File: src/rtl/traffic.sv
// Three-phase traffic-light Moore FSM (RED -> GREEN -> YELLOW -> RED) with a per-state minimum dwell.
// Define TRAFFIC_AUTO_YELLOW_EN to make YELLOW fall back to RED on its dwell alone, ignoring in.
module traffic #(
  parameter int unsigned RED_MIN    = 1,
  parameter int unsigned GREEN_MIN  = 1,
  parameter int unsigned YELLOW_MIN = 1
) (
  input  logic       clk,
  input  logic       areset,
  input  logic       in,
  output logic       z,
  output logic       red,
  output logic       green,
  output logic       yellow,
  output logic [1:0] state
);

  typedef enum logic [1:0] {
    S_RED     = 2'b00,
    S_GREEN   = 2'b01,
    S_YELLOW  = 2'b10,
    S_ILLEGAL = 2'b11
  } state_e;

  localparam logic [7:0] RED_LAST    = 8'(RED_MIN - 1);
  localparam logic [7:0] GREEN_LAST  = 8'(GREEN_MIN - 1);
  localparam logic [7:0] YELLOW_LAST = 8'(YELLOW_MIN - 1);

  logic [1:0] state_q, state_d;
  logic [7:0] cnt_q, cnt_d;
  logic [7:0] last;
  logic       dwell_met;
  logic       advance;

  always_comb begin
    // NOTE: every signal gets a default before the case so no path leaves it unassigned (no latch).
    last      = RED_LAST;
    advance   = 1'b0;
    state_d   = state_q;
    cnt_d     = (cnt_q == 8'hFF) ? cnt_q : cnt_q + 8'd1;

    case (state_q)
      S_GREEN:  last = GREEN_LAST;
      S_YELLOW: last = YELLOW_LAST;
      default:  last = RED_LAST;
    endcase

    dwell_met = (cnt_q >= last);
    advance   = in && dwell_met;
`ifdef TRAFFIC_AUTO_YELLOW_EN
    if (state_q == S_YELLOW) advance = dwell_met;
`endif

    case (state_q)
      S_RED:    if (advance) state_d = S_GREEN;
      S_GREEN:  if (advance) state_d = S_YELLOW;
      S_YELLOW: if (advance) state_d = S_RED;
      default:  state_d = S_RED;  // illegal code recovers unconditionally
    endcase

    if (state_d != state_q) cnt_d = 8'd0;
  end

  // NOTE: sequential state uses non-blocking assignments so all flops update together on the edge.
  always_ff @(posedge clk or posedge areset) begin
    if (areset) begin
      state_q <= S_RED;
      cnt_q   <= 8'd0;
    end else begin
      state_q <= state_d;
      cnt_q   <= cnt_d;
    end
  end

  // Lamps decode only the state register; the illegal code reads as RED.
  assign green  = (state_q == S_GREEN);
  assign yellow = (state_q == S_YELLOW);
  assign red    = !(green || yellow);
  assign z      = green;
  assign state  = red ? S_RED : state_q;

endmodule

File: config.mk
export PLATFORM = sky130hd
export DESIGN_NAME = traffic
export DESIGN_NICKNAME = d
export VERILOG_FILES = /design/src/rtl/traffic.sv
export SDC_FILE = /design/constraint.sdc
export NUM_CORES = 1
export LEC_CHECK = 0
export BUFFER_PORTS_ARGS = -buffer_cell sky130_fd_sc_hd__buf_2
export CORE_AREA = 5 5 42 44
export DETAILED_ROUTE_END_ITERATION = 7
export DIE_AREA = 0 0 47 49
export RECOVER_POWER = 50
export SYNTH_ARGS = -nofsm -noshare
export SYNTH_HDL_FRONTEND = slang
export SYNTH_SLANG_ARGS = --single-unit
File: constraint.sdc
create_clock -name clk -period 1.3 [get_ports clk]
set_input_delay 0.13 -clock clk [delete_from_list [all_inputs] [get_ports clk]]
set_output_delay 0.13 -clock clk [all_outputs]
set_load 0.02 [all_outputs]
==> results of run 1 <==
[per-layer routing]
layer / part of all wire / routed length, um / GRT usage
met2: 0.59 / 278 / 0.0814
met5: 0 / 0 / 0
met4: 0.041 / 19 / 0.0553
met3: 0.068 / 32 / 0.0111
met1: 0.30 / 139 / 0.0396
[cell families (layout without fill, tap and decap cells)]
family          after synthesis  in the layout  share of synthesized area
flops                         2              2                      0.270
compound gates                3              3                      0.155
simple gates                  3              3                      0.101
fa+ha+maj                     4              4                      0.270
buf+inv                       7             22                      0.203
[what timing repair did]
item / 4_1_cts / 5_1_grt
endpoints found under the hold margin: 2 / 0
pin swaps: 1 / 4
resized for setup: 11 / 11
setup endpoints to repair: 8 / 8
setup buffers: 2 / 1
hold buffers: 1 / 0
[worst max-delay path: cells and delay by family, from the launching register on]
family	cells	cell delay [ps]
AO/OA/AOI/OAI	1	80
adder cells (fa/ha/maj)	1	170
buffers and inverters	1	90
flip-flops	1	380
AND/OR/NAND/NOR	1	540
[cell type report]
class / count / area (um^2)
fillers: 156 / 982
clock buffers: 3 / 22.5
inverters: 4 / 15.0
repair buffers: 15 / 144
multi-input cells: 10 / 168
flip-flops and latches: 2 / 50.0
well taps: 16 / 20.0
[path summary, 6_finish.rpt]
check                                 from         end  slack (ps)  depth (start not counted)
max in group asynchronous           areset  state_q[1]         900                          3
min in group asynchronous           areset  state_q[0]         290                          3
worst min-delay path                    in  state_q[0]         210                          2
worst max-delay path            state_q[0]  state_q[0]         -70                          4
worst max register to register  state_q[0]  state_q[0]         -70                          4
worst min register to register  state_q[1]  state_q[1]         580                          1
[power by group through the flow]
| stage | clock network, mW | logic, mW | registers (mW) |
|---|---|---|---|
| after floorplan | 0 | 0.469 | 0.128 |
| after global placement | 0 | 0.584 | 0.131 |
| after detailed placement | 0 | 0.588 | 0.134 |
| after CTS | 0.149 | 0.804 | 0.128 |
| after global routing | 0.149 | 1.07 | 0.129 |
| final | 0.138 | 1.01 | 0.125 |
[cell usage in the layout (no fill, tap or decap)]
cell           instances
nor3_2                 1
buf_4                  3
ha_1                   1
nand2_1                1
clkbuf_4               3
o311ai_4               1
ha_4                   3
inv_1                  1
inv_2                  3
o21ba_4                1
dfrtp_1                2
dlygate4sd3_1          1
o22a_2                 1
buf_6                  9
or4b_4                 1
buf_2                  2
==> results.sh, run 1 <==
export IMPL_layout_setup_ws_ps=-72.5
export IMPL_p_int_mw=0.745
export IMPL_top_regs="state_q (2)"
export IMPL_clk_pin_slew_worst_paths_ps=30
export IMPL_crit_path_max_fanout=4
export IMPL_worstSkewPairLatency_ps=220
export IMPL_fin_tns_setup_ps=-72.5
export IMPL_p_comb_frac=0.793
export IMPL_synth_edf_count=0
export IMPL_p_total_mw=1.27
export IMPL_ios=9
export IMPL_worstMarginPinSlew_ps=247
export IMPL_pwr_share_seq=0.098
export IMPL_min_delay_path_class="in2reg"
export IMPL_synth_area_leaders="dfrtp_1 27%, ha_1 27%, buf_4 12%"
export IMPL_grt_pass1_vias=204
export IMPL_outcome="finished, violations left"
export IMPL_yosysWarnings=0
export IMPL_regMostFlops="state_q"
export IMPL_netlist_top_cell_by_area="dfrtp_1"
export IMPL_cts_buffer_depth=2
export IMPL_die_w_um=47
export IMPL_dp_cells=43
export IMPL_fin_crit_ps=1370
export IMPL_core_area_mm2=0.00140
export IMPL_wl_per_cell_um=9.38
export IMPL_syn_nets=26
export IMPL_rsz0062_at_grt="yes"
export IMPL_synthCells=19
export IMPL_antenna_found_initial=0
export IMPL_grt_start_max_net_pins=6
export IMPL_setup_violations=1
export IMPL_clockPowerShare=0.109
export IMPL_die_y_um=49
export IMPL_syn_area_per_cell_um2=9.75
export IMPL_violations="negative setup slack"
export IMPL_drt_initial_drc_count=2
export IMPL_slowest_delay_ps=540
export IMPL_synthDistinctLibCells=10
export IMPL_min_period_over_period=1.06
export IMPL_clockRootBuffer="clkbuf_4"
export IMPL_swShare=0.414
export IMPL_ir_worst_vdd_uv=911
export IMPL_crit_type="reg2reg"
export IMPL_diodes=0
export IMPL_place_ws_ps=-89.2
export IMPL_synth_top_area_frac=0.270
export IMPL_hold_violations=0
export IMPL_hpwl_um=322
export IMPL_p_switching_mw=0.526
export IMPL_drive_gt1_frac=0.824
export IMPL_numPortBuffers=8
export IMPL_drt_wl_total_um=469
export IMPL_gp_congestion=0.609
export IMPL_max_cap_violations=0
export IMPL_end_kind="flop"
export IMPL_synth_common_cells="4 x ha_1, 4 x inv_1, 3 x buf_4, 2 x dfrtp_1"
export IMPL_row_count=14
export IMPL_placed_area_um2=273
export IMPL_cp_start_kind="flop"
export IMPL_p_leak_nw=0.190
export IMPL_fin_skew_ps=0.378
export IMPL_cts_tree="done"
export IMPL_synth_seq_cells=2
export IMPL_clock_sinks=2
export IMPL_synthFlopType="dfrtp_1"
export IMPL_start_util=0.132
export IMPL_vias=185
export IMPL_finalMaxSlewViolations=0
export IMPL_drtPass1Iterations=2
export IMPL_nets=43
export IMPL_crit_arrival_ps=1490
export IMPL_seq_area_frac_synth=0.270
export IMPL_finish_instance_area_um2=419
export IMPL_cts_htree_levels=1
export IMPL_slowest_stage="or4b_4"
export IMPL_drtAntennaViolNets=0
export IMPL_drcViolationCount=0
export IMPL_fin_util=0.299
export IMPL_grt_first_pass_wirelength_um=759
export IMPL_vias_per_cell=3.70
export IMPL_ys_async_sr_fraction=1.00
export IMPL_holdWs_ps=211
export IMPL_max_freq_mhz=729
export IMPL_dieArea_mm2=0.00230
export IMPL_largest_register_ffs=2
export IMPL_cp_cell_sequence="inv_2 > ha_4 > or4b_4 > o311ai_4"
export IMPL_stdcell_count=50
export IMPL_worstPathRequired_ps=1420
export IMPL_powerDensity_mw_per_mm2=3030
export IMPL_cts_made_buffers=3
export IMPL_grt_ovfl_total=0
export IMPL_syn_cell_area_um2=185
export IMPL_slew_headroom=0.835
export IMPL_grt_util_all_layers=0.0486
export IMPL_syn2layout_area_growth_pct=126
Power figures use the tool's default switching activity.
==> inputs of run 2 (changes only) <==
--- a/config.mk
+++ b/config.mk
@@ -9,7 +9,7 @@
 export CORE_AREA = 5 5 42 44
 export DETAILED_ROUTE_END_ITERATION = 7
 export DIE_AREA = 0 0 47 49
-export RECOVER_POWER = 50
+export RECOVER_POWER = 25
 export SYNTH_ARGS = -nofsm -noshare
 export SYNTH_HDL_FRONTEND = slang
 export SYNTH_SLANG_ARGS = --single-unit
==> constraint.sdc (replaced) <==
create_clock -name clk -period 1.3 [get_ports clk]
set_input_delay 0.39 -clock clk [delete_from_list [all_inputs] [get_ports clk]]
set_output_delay 0.39 -clock clk [all_outputs]
set_load 0.02 [all_outputs]
==> results.sh, run 2 (same netlist as run 1, synthesis figures left out) <==
export IMPL_core_area_mm2=0.00140
export IMPL_min_delay_path_class="in2reg"
export IMPL_layout_setup_ws_ps=-174
export IMPL_crit_arrival_ps=1080
export IMPL_dp_cells=43
export IMPL_grt_util_all_layers=0.0592
export IMPL_finish_instance_area_um2=412
export IMPL_r2r_slack_ps=-160
export IMPL_cts_htree_levels=1
export IMPL_worstMarginPinSlew_ps=229
export IMPL_clock_sinks=2
export IMPL_fin_util=0.294
export IMPL_max_cap_violations=0
export IMPL_drive_gt1_frac=0.838
export IMPL_end_kind="output port"
export IMPL_drcViolationCount=0
export IMPL_crit_cells=4
export IMPL_drt_initial_drc_count=0
export IMPL_crit_path_max_fanout=3
export IMPL_r2r_cells=5
export IMPL_grt_ovfl_total=0
export IMPL_die_y_um=49
export IMPL_min_period_over_period=1.13
export IMPL_hold_violations=0
export IMPL_grt_first_pass_wirelength_um=903
export IMPL_place_ws_ps=-99.5
export IMPL_wl_per_cell_um=9.79
export IMPL_syn2layout_area_growth_pct=122
export IMPL_slowest_delay_ps=380
export IMPL_start_util=0.132
export IMPL_setup_worst_path_start="state_q[0]"
export IMPL_slowest_stage="dfrtp_1"
export IMPL_violations="negative setup slack"
export IMPL_vias_per_cell=3.53
export IMPL_p_leak_nw=0.193
export IMPL_cts_made_buffers=3
export IMPL_final_common_cell="buf_4"
export IMPL_stdcell_count=53
export IMPL_fin_skew_ps=0.0292
export IMPL_crit_family="flip-flops"
export IMPL_finalMaxSlewViolations=0
export IMPL_outcome="finished, violations left"
export IMPL_dieArea_mm2=0.00230
export IMPL_largest_register_ffs=2
export IMPL_nets=46
export IMPL_ios=9
export IMPL_powerDensity_mw_per_mm2=3040
export IMPL_p_total_mw=1.25
export IMPL_grt_start_max_net_pins=6
export IMPL_fin_crit_ps=1470
export IMPL_cts_buffer_depth=2
export IMPL_die_w_um=47
export IMPL_antenna_found_initial=0
export IMPL_diodes=0
export IMPL_setup_violations=8
export IMPL_top_regs="state_q (2)"
export IMPL_multi_input_area_um2=149
export IMPL_hpwl_um=317
export IMPL_path_buf_inv=3
export IMPL_row_count=14
export IMPL_reg2reg_to="state_q[0]"
export IMPL_layout_cells_most_common_list="9 x buf_4, 6 x buf_6, 3 x inv_2, 3 x ha_4, 3 x clkbuf_4"
export IMPL_cp_cell_sequence="inv_2 > ha_4 > inv_2 > buf_6"
export IMPL_gp_congestion=0.702
export IMPL_drt_wl_total_um=519
export IMPL_drtPass1Iterations=1
export IMPL_cp_start_kind="flop"
export IMPL_numPortBuffers=8
export IMPL_critPathMostFrequentCell="inv_2"
export IMPL_endpoint="red"
export IMPL_placed_area_um2=250
export IMPL_max_freq_mhz=678
export IMPL_regArea_um2=50.0
export IMPL_nFillCells=156
export IMPL_grt_pass1_vias=223
export IMPL_rr_startpoint="state_q[0]"
export IMPL_rsz0062_at_grt="yes"
export IMPL_worstPathRequired_ps=910
export IMPL_clk_pin_slew_worst_paths_ps=30
export IMPL_ir_worst_vdd_uv=885
export IMPL_holdWs_ps=445
export IMPL_drtAntennaViolNets=0
export IMPL_crit_type="reg2out"
export IMPL_regMostFlops="state_q"
export IMPL_clockRootBuffer="clkbuf_4"
export IMPL_fin_tns_setup_ps=-1090
export IMPL_cts_tree="done"
export IMPL_slew_headroom=0.846
export IMPL_vias=187
export IMPL_worstSkewPairLatency_ps=220
-- run 2: cell types whose count changed in the layout (fill, tap and decap cells not counted), sizes merged --
cell  previous run  this run
buf             14        17
-- run 2: how the worst min path moves through the flow --
stage | cells after the start | end | from
finish | 2 | state_q[0] | in
global route | 2 | state_q[1] | in
CTS | 2 | state_q[0] | in
detailed placement | 2 | state_q[0] | areset
global placement | 2 | state_q[0] | areset
floorplan | 1 | state_q[0] | areset
-- run 2: cell type report --
class                           instances  area share
Inverter                                4      0.0365
Timing Repair Buffer                   18       0.377
Multi-Input combinational cell         10       0.362
Sequential cell                         2       0.122
Clock buffer                            3      0.0547
Tap cell                               16      0.0486
-- run 2: power by group --
part	switching [mW]	leakage, nW	total, mW	internal, mW
Combinational	0.438	0.154	0.997	0.558
Sequential	0.0234	0.0247	0.117	0.0937
Clock	0.0348	0.0138	0.137	0.102
Total	0.497	0.193	1.25	0.754
-- run 2: metal layers --
metal  track usage  part of all wire  up-vias
met5             0                 0        -
met4        0.0691                 0        0
met3        0.0111             0.079        0
met2        0.0928              0.60        8
met1        0.0549              0.32       83
li1              -                 -       96
-- run 2: worst reg2reg max path, stage by stage (launching register included) --
cell and delay, ps:
dfrtp_1 380, inv_2 120, buf_4 140, ha_2 170, or4b_4 460, o311ai_2 100
-- run 2: what timing repair did --
item | 4_1_cts | 5_1_grt
setup endpoints to repair | 7 | 7
gates resized for setup | 20 | 1
cloned | 0 | 0
setup buffers | 5 | 1
hold endpoints to repair | 2 | 0
hold buffers | 1 | 0
==> inputs of run 3 (changes only) <==
--- a/config.mk
+++ b/config.mk
@@ -9,6 +9,7 @@
 export CORE_AREA = 5 5 42 44
 export DETAILED_ROUTE_END_ITERATION = 7
 export DIE_AREA = 0 0 47 49
+export GPL_TIMING_DRIVEN = 0
 export RECOVER_POWER = 25
 export SYNTH_ARGS = -nofsm -noshare
 export SYNTH_HDL_FRONTEND = slang
==> results.sh, run 3 (same netlist as run 1, synthesis figures left out) <==
export IMPL_outcome="finished, violations left"
export IMPL_violations="negative setup slack"
export IMPL_grt_util_all_layers=0.0500
export IMPL_start_util=0.132
export IMPL_fin_util=0.269
export IMPL_crit_type="reg2out"
export IMPL_hpwl_um=295
export IMPL_largest_register_ffs=2
export IMPL_ir_worst_vdd_uv=603
export IMPL_die_y_um=49
export IMPL_place_ws_ps=-107
export IMPL_cp_start_kind="flop"
export IMPL_grt_pass1_vias=208
export IMPL_worstMarginPinSlew_ps=252
export IMPL_clk_pin_slew_worst_paths_ps=30
export IMPL_top_regs="state_q (2)"
export IMPL_regMostFlops="state_q"
export IMPL_crit_path_max_fanout=5
export IMPL_ios=9
export IMPL_wl_per_cell_um=8.31
export IMPL_cts_buffer_depth=2
export IMPL_max_freq_mhz=654
export IMPL_worstSkewPairLatency_ps=220
export IMPL_grt_first_pass_wirelength_um=772
export IMPL_grt_start_max_net_pins=6
export IMPL_p_leak_nw=0.175
export IMPL_gp_congestion=0.649
export IMPL_cts_htree_levels=1
export IMPL_dieArea_mm2=0.00230
export IMPL_vias_per_cell=3.57
export IMPL_clockRootBuffer="clkbuf_4"
export IMPL_slew_headroom=0.829
export IMPL_final_common_cell="buf_6"
export IMPL_rsz0062_at_grt="yes"
export IMPL_drtAntennaViolNets=0
export IMPL_drt_initial_drc_count=0
export IMPL_drtPass1Iterations=1
export IMPL_worstPathRequired_ps=910
export IMPL_numPortBuffers=8
export IMPL_cts_made_buffers=3
export IMPL_end_kind="output port"
export IMPL_grt_ovfl_total=0
export IMPL_nets=42
export IMPL_drt_wl_total_um=407
export IMPL_setup_violations=7
export IMPL_powerDensity_mw_per_mm2=3050
export IMPL_syn2layout_area_growth_pct=103
export IMPL_drcViolationCount=0
export IMPL_cts_tree="done"
export IMPL_min_period_over_period=1.18
export IMPL_crit_arrival_ps=1140
export IMPL_fin_crit_ps=1530
export IMPL_diodes=0
export IMPL_drive_gt1_frac=0.818
export IMPL_hold_violations=0
export IMPL_core_area_mm2=0.00140
export IMPL_antenna_found_initial=0
export IMPL_clock_sinks=2
export IMPL_finalMaxSlewViolations=0
export IMPL_vias=175
export IMPL_max_cap_violations=0
export IMPL_row_count=14
export IMPL_fin_skew_ps=0.215
export IMPL_layout_setup_ws_ps=-230
export IMPL_min_delay_path_class="in2async"
export IMPL_die_w_um=47
## run 3: cell count changes in the layout (fill, tap and decap cells not counted)
cell | before | now
o311ai_1 | 0 | 1
buf_2 | 2 | 3
o311ai_2 | 1 | 0
buf_4 | 9 | 3
buf_6 | 6 | 8
dlygate4sd3_1 | 1 | 0
## run 3: path summary, 6_finish.rpt
path	from	to	slack (ps)	depth (start not counted)
worst max-delay path	state_q[1]	state[0]	-230	4
worst max register to register	state_q[0]	state_q[0]	-190	5
max in group asynchronous	areset	state_q[0]	1180	2
worst min register to register	state_q[1]	state_q[1]	610	1
worst min-delay path	areset	state_q[1]	10	2
min in group clk	in	state_q[0]	440	3
## run 3: what timing repair did
item	in CTS	in global routing
hold buffers	0	0
pin swaps	1	2
endpoints found under the setup margin	7	8
gates resized for setup	19	2
setup buffers	3	0
## run 3: final cells by class
| class | instances | area [um^2] |
|---|---|---|
| buffer | 3 | 33.8 |
| clock buffer | 3 | 22.5 |
| fill | 156 | 1020 |
| inverter | 4 | 15.0 |
| multi-input combinational | 10 | 141 |
| sequential | 2 | 50.0 |
| tap | 16 | 20.0 |
| timing repair buffer | 11 | 93.8 |
## run 3: report_power, final
group | switching [mW] | internal (mW) | total (mW)
clock | 0.0341 | 0.102 | 0.136
combinational | 0.387 | 0.493 | 0.880
sequential | 0.0387 | 0.0936 | 0.132
total | 0.460 | 0.688 | 1.15
## run 3: worst max-delay path: stages (launching register included)
cell and delay (ps):
dfrtp_1 410, inv_2 90, ha_4 190, buf_6 110, buf_6 120
## run 3: through the flow
step                      instances  area [um^2]  power [mW]  TNS (ps)  hold WS, ps
after floorplan                  19          190       0.534     -52.5          131
after global placement           43          250       0.667      -275          241
after detailed placement         43          250       0.673      -368          243
after CTS                        49          370        1.15     -1490        0.560
after global routing             49          377        1.25     -1950         9.07
final                            49          377        1.15     -1440         10.5
## run 3: per-layer routing
metal  global-route usage  vias up  share of wire
li1                     -       88              -
met1               0.0463       75           0.35
met4               0.0691        0          0.037
met2               0.0701       10           0.48
met5                    0        -              0
met3               0.0148        2           0.13
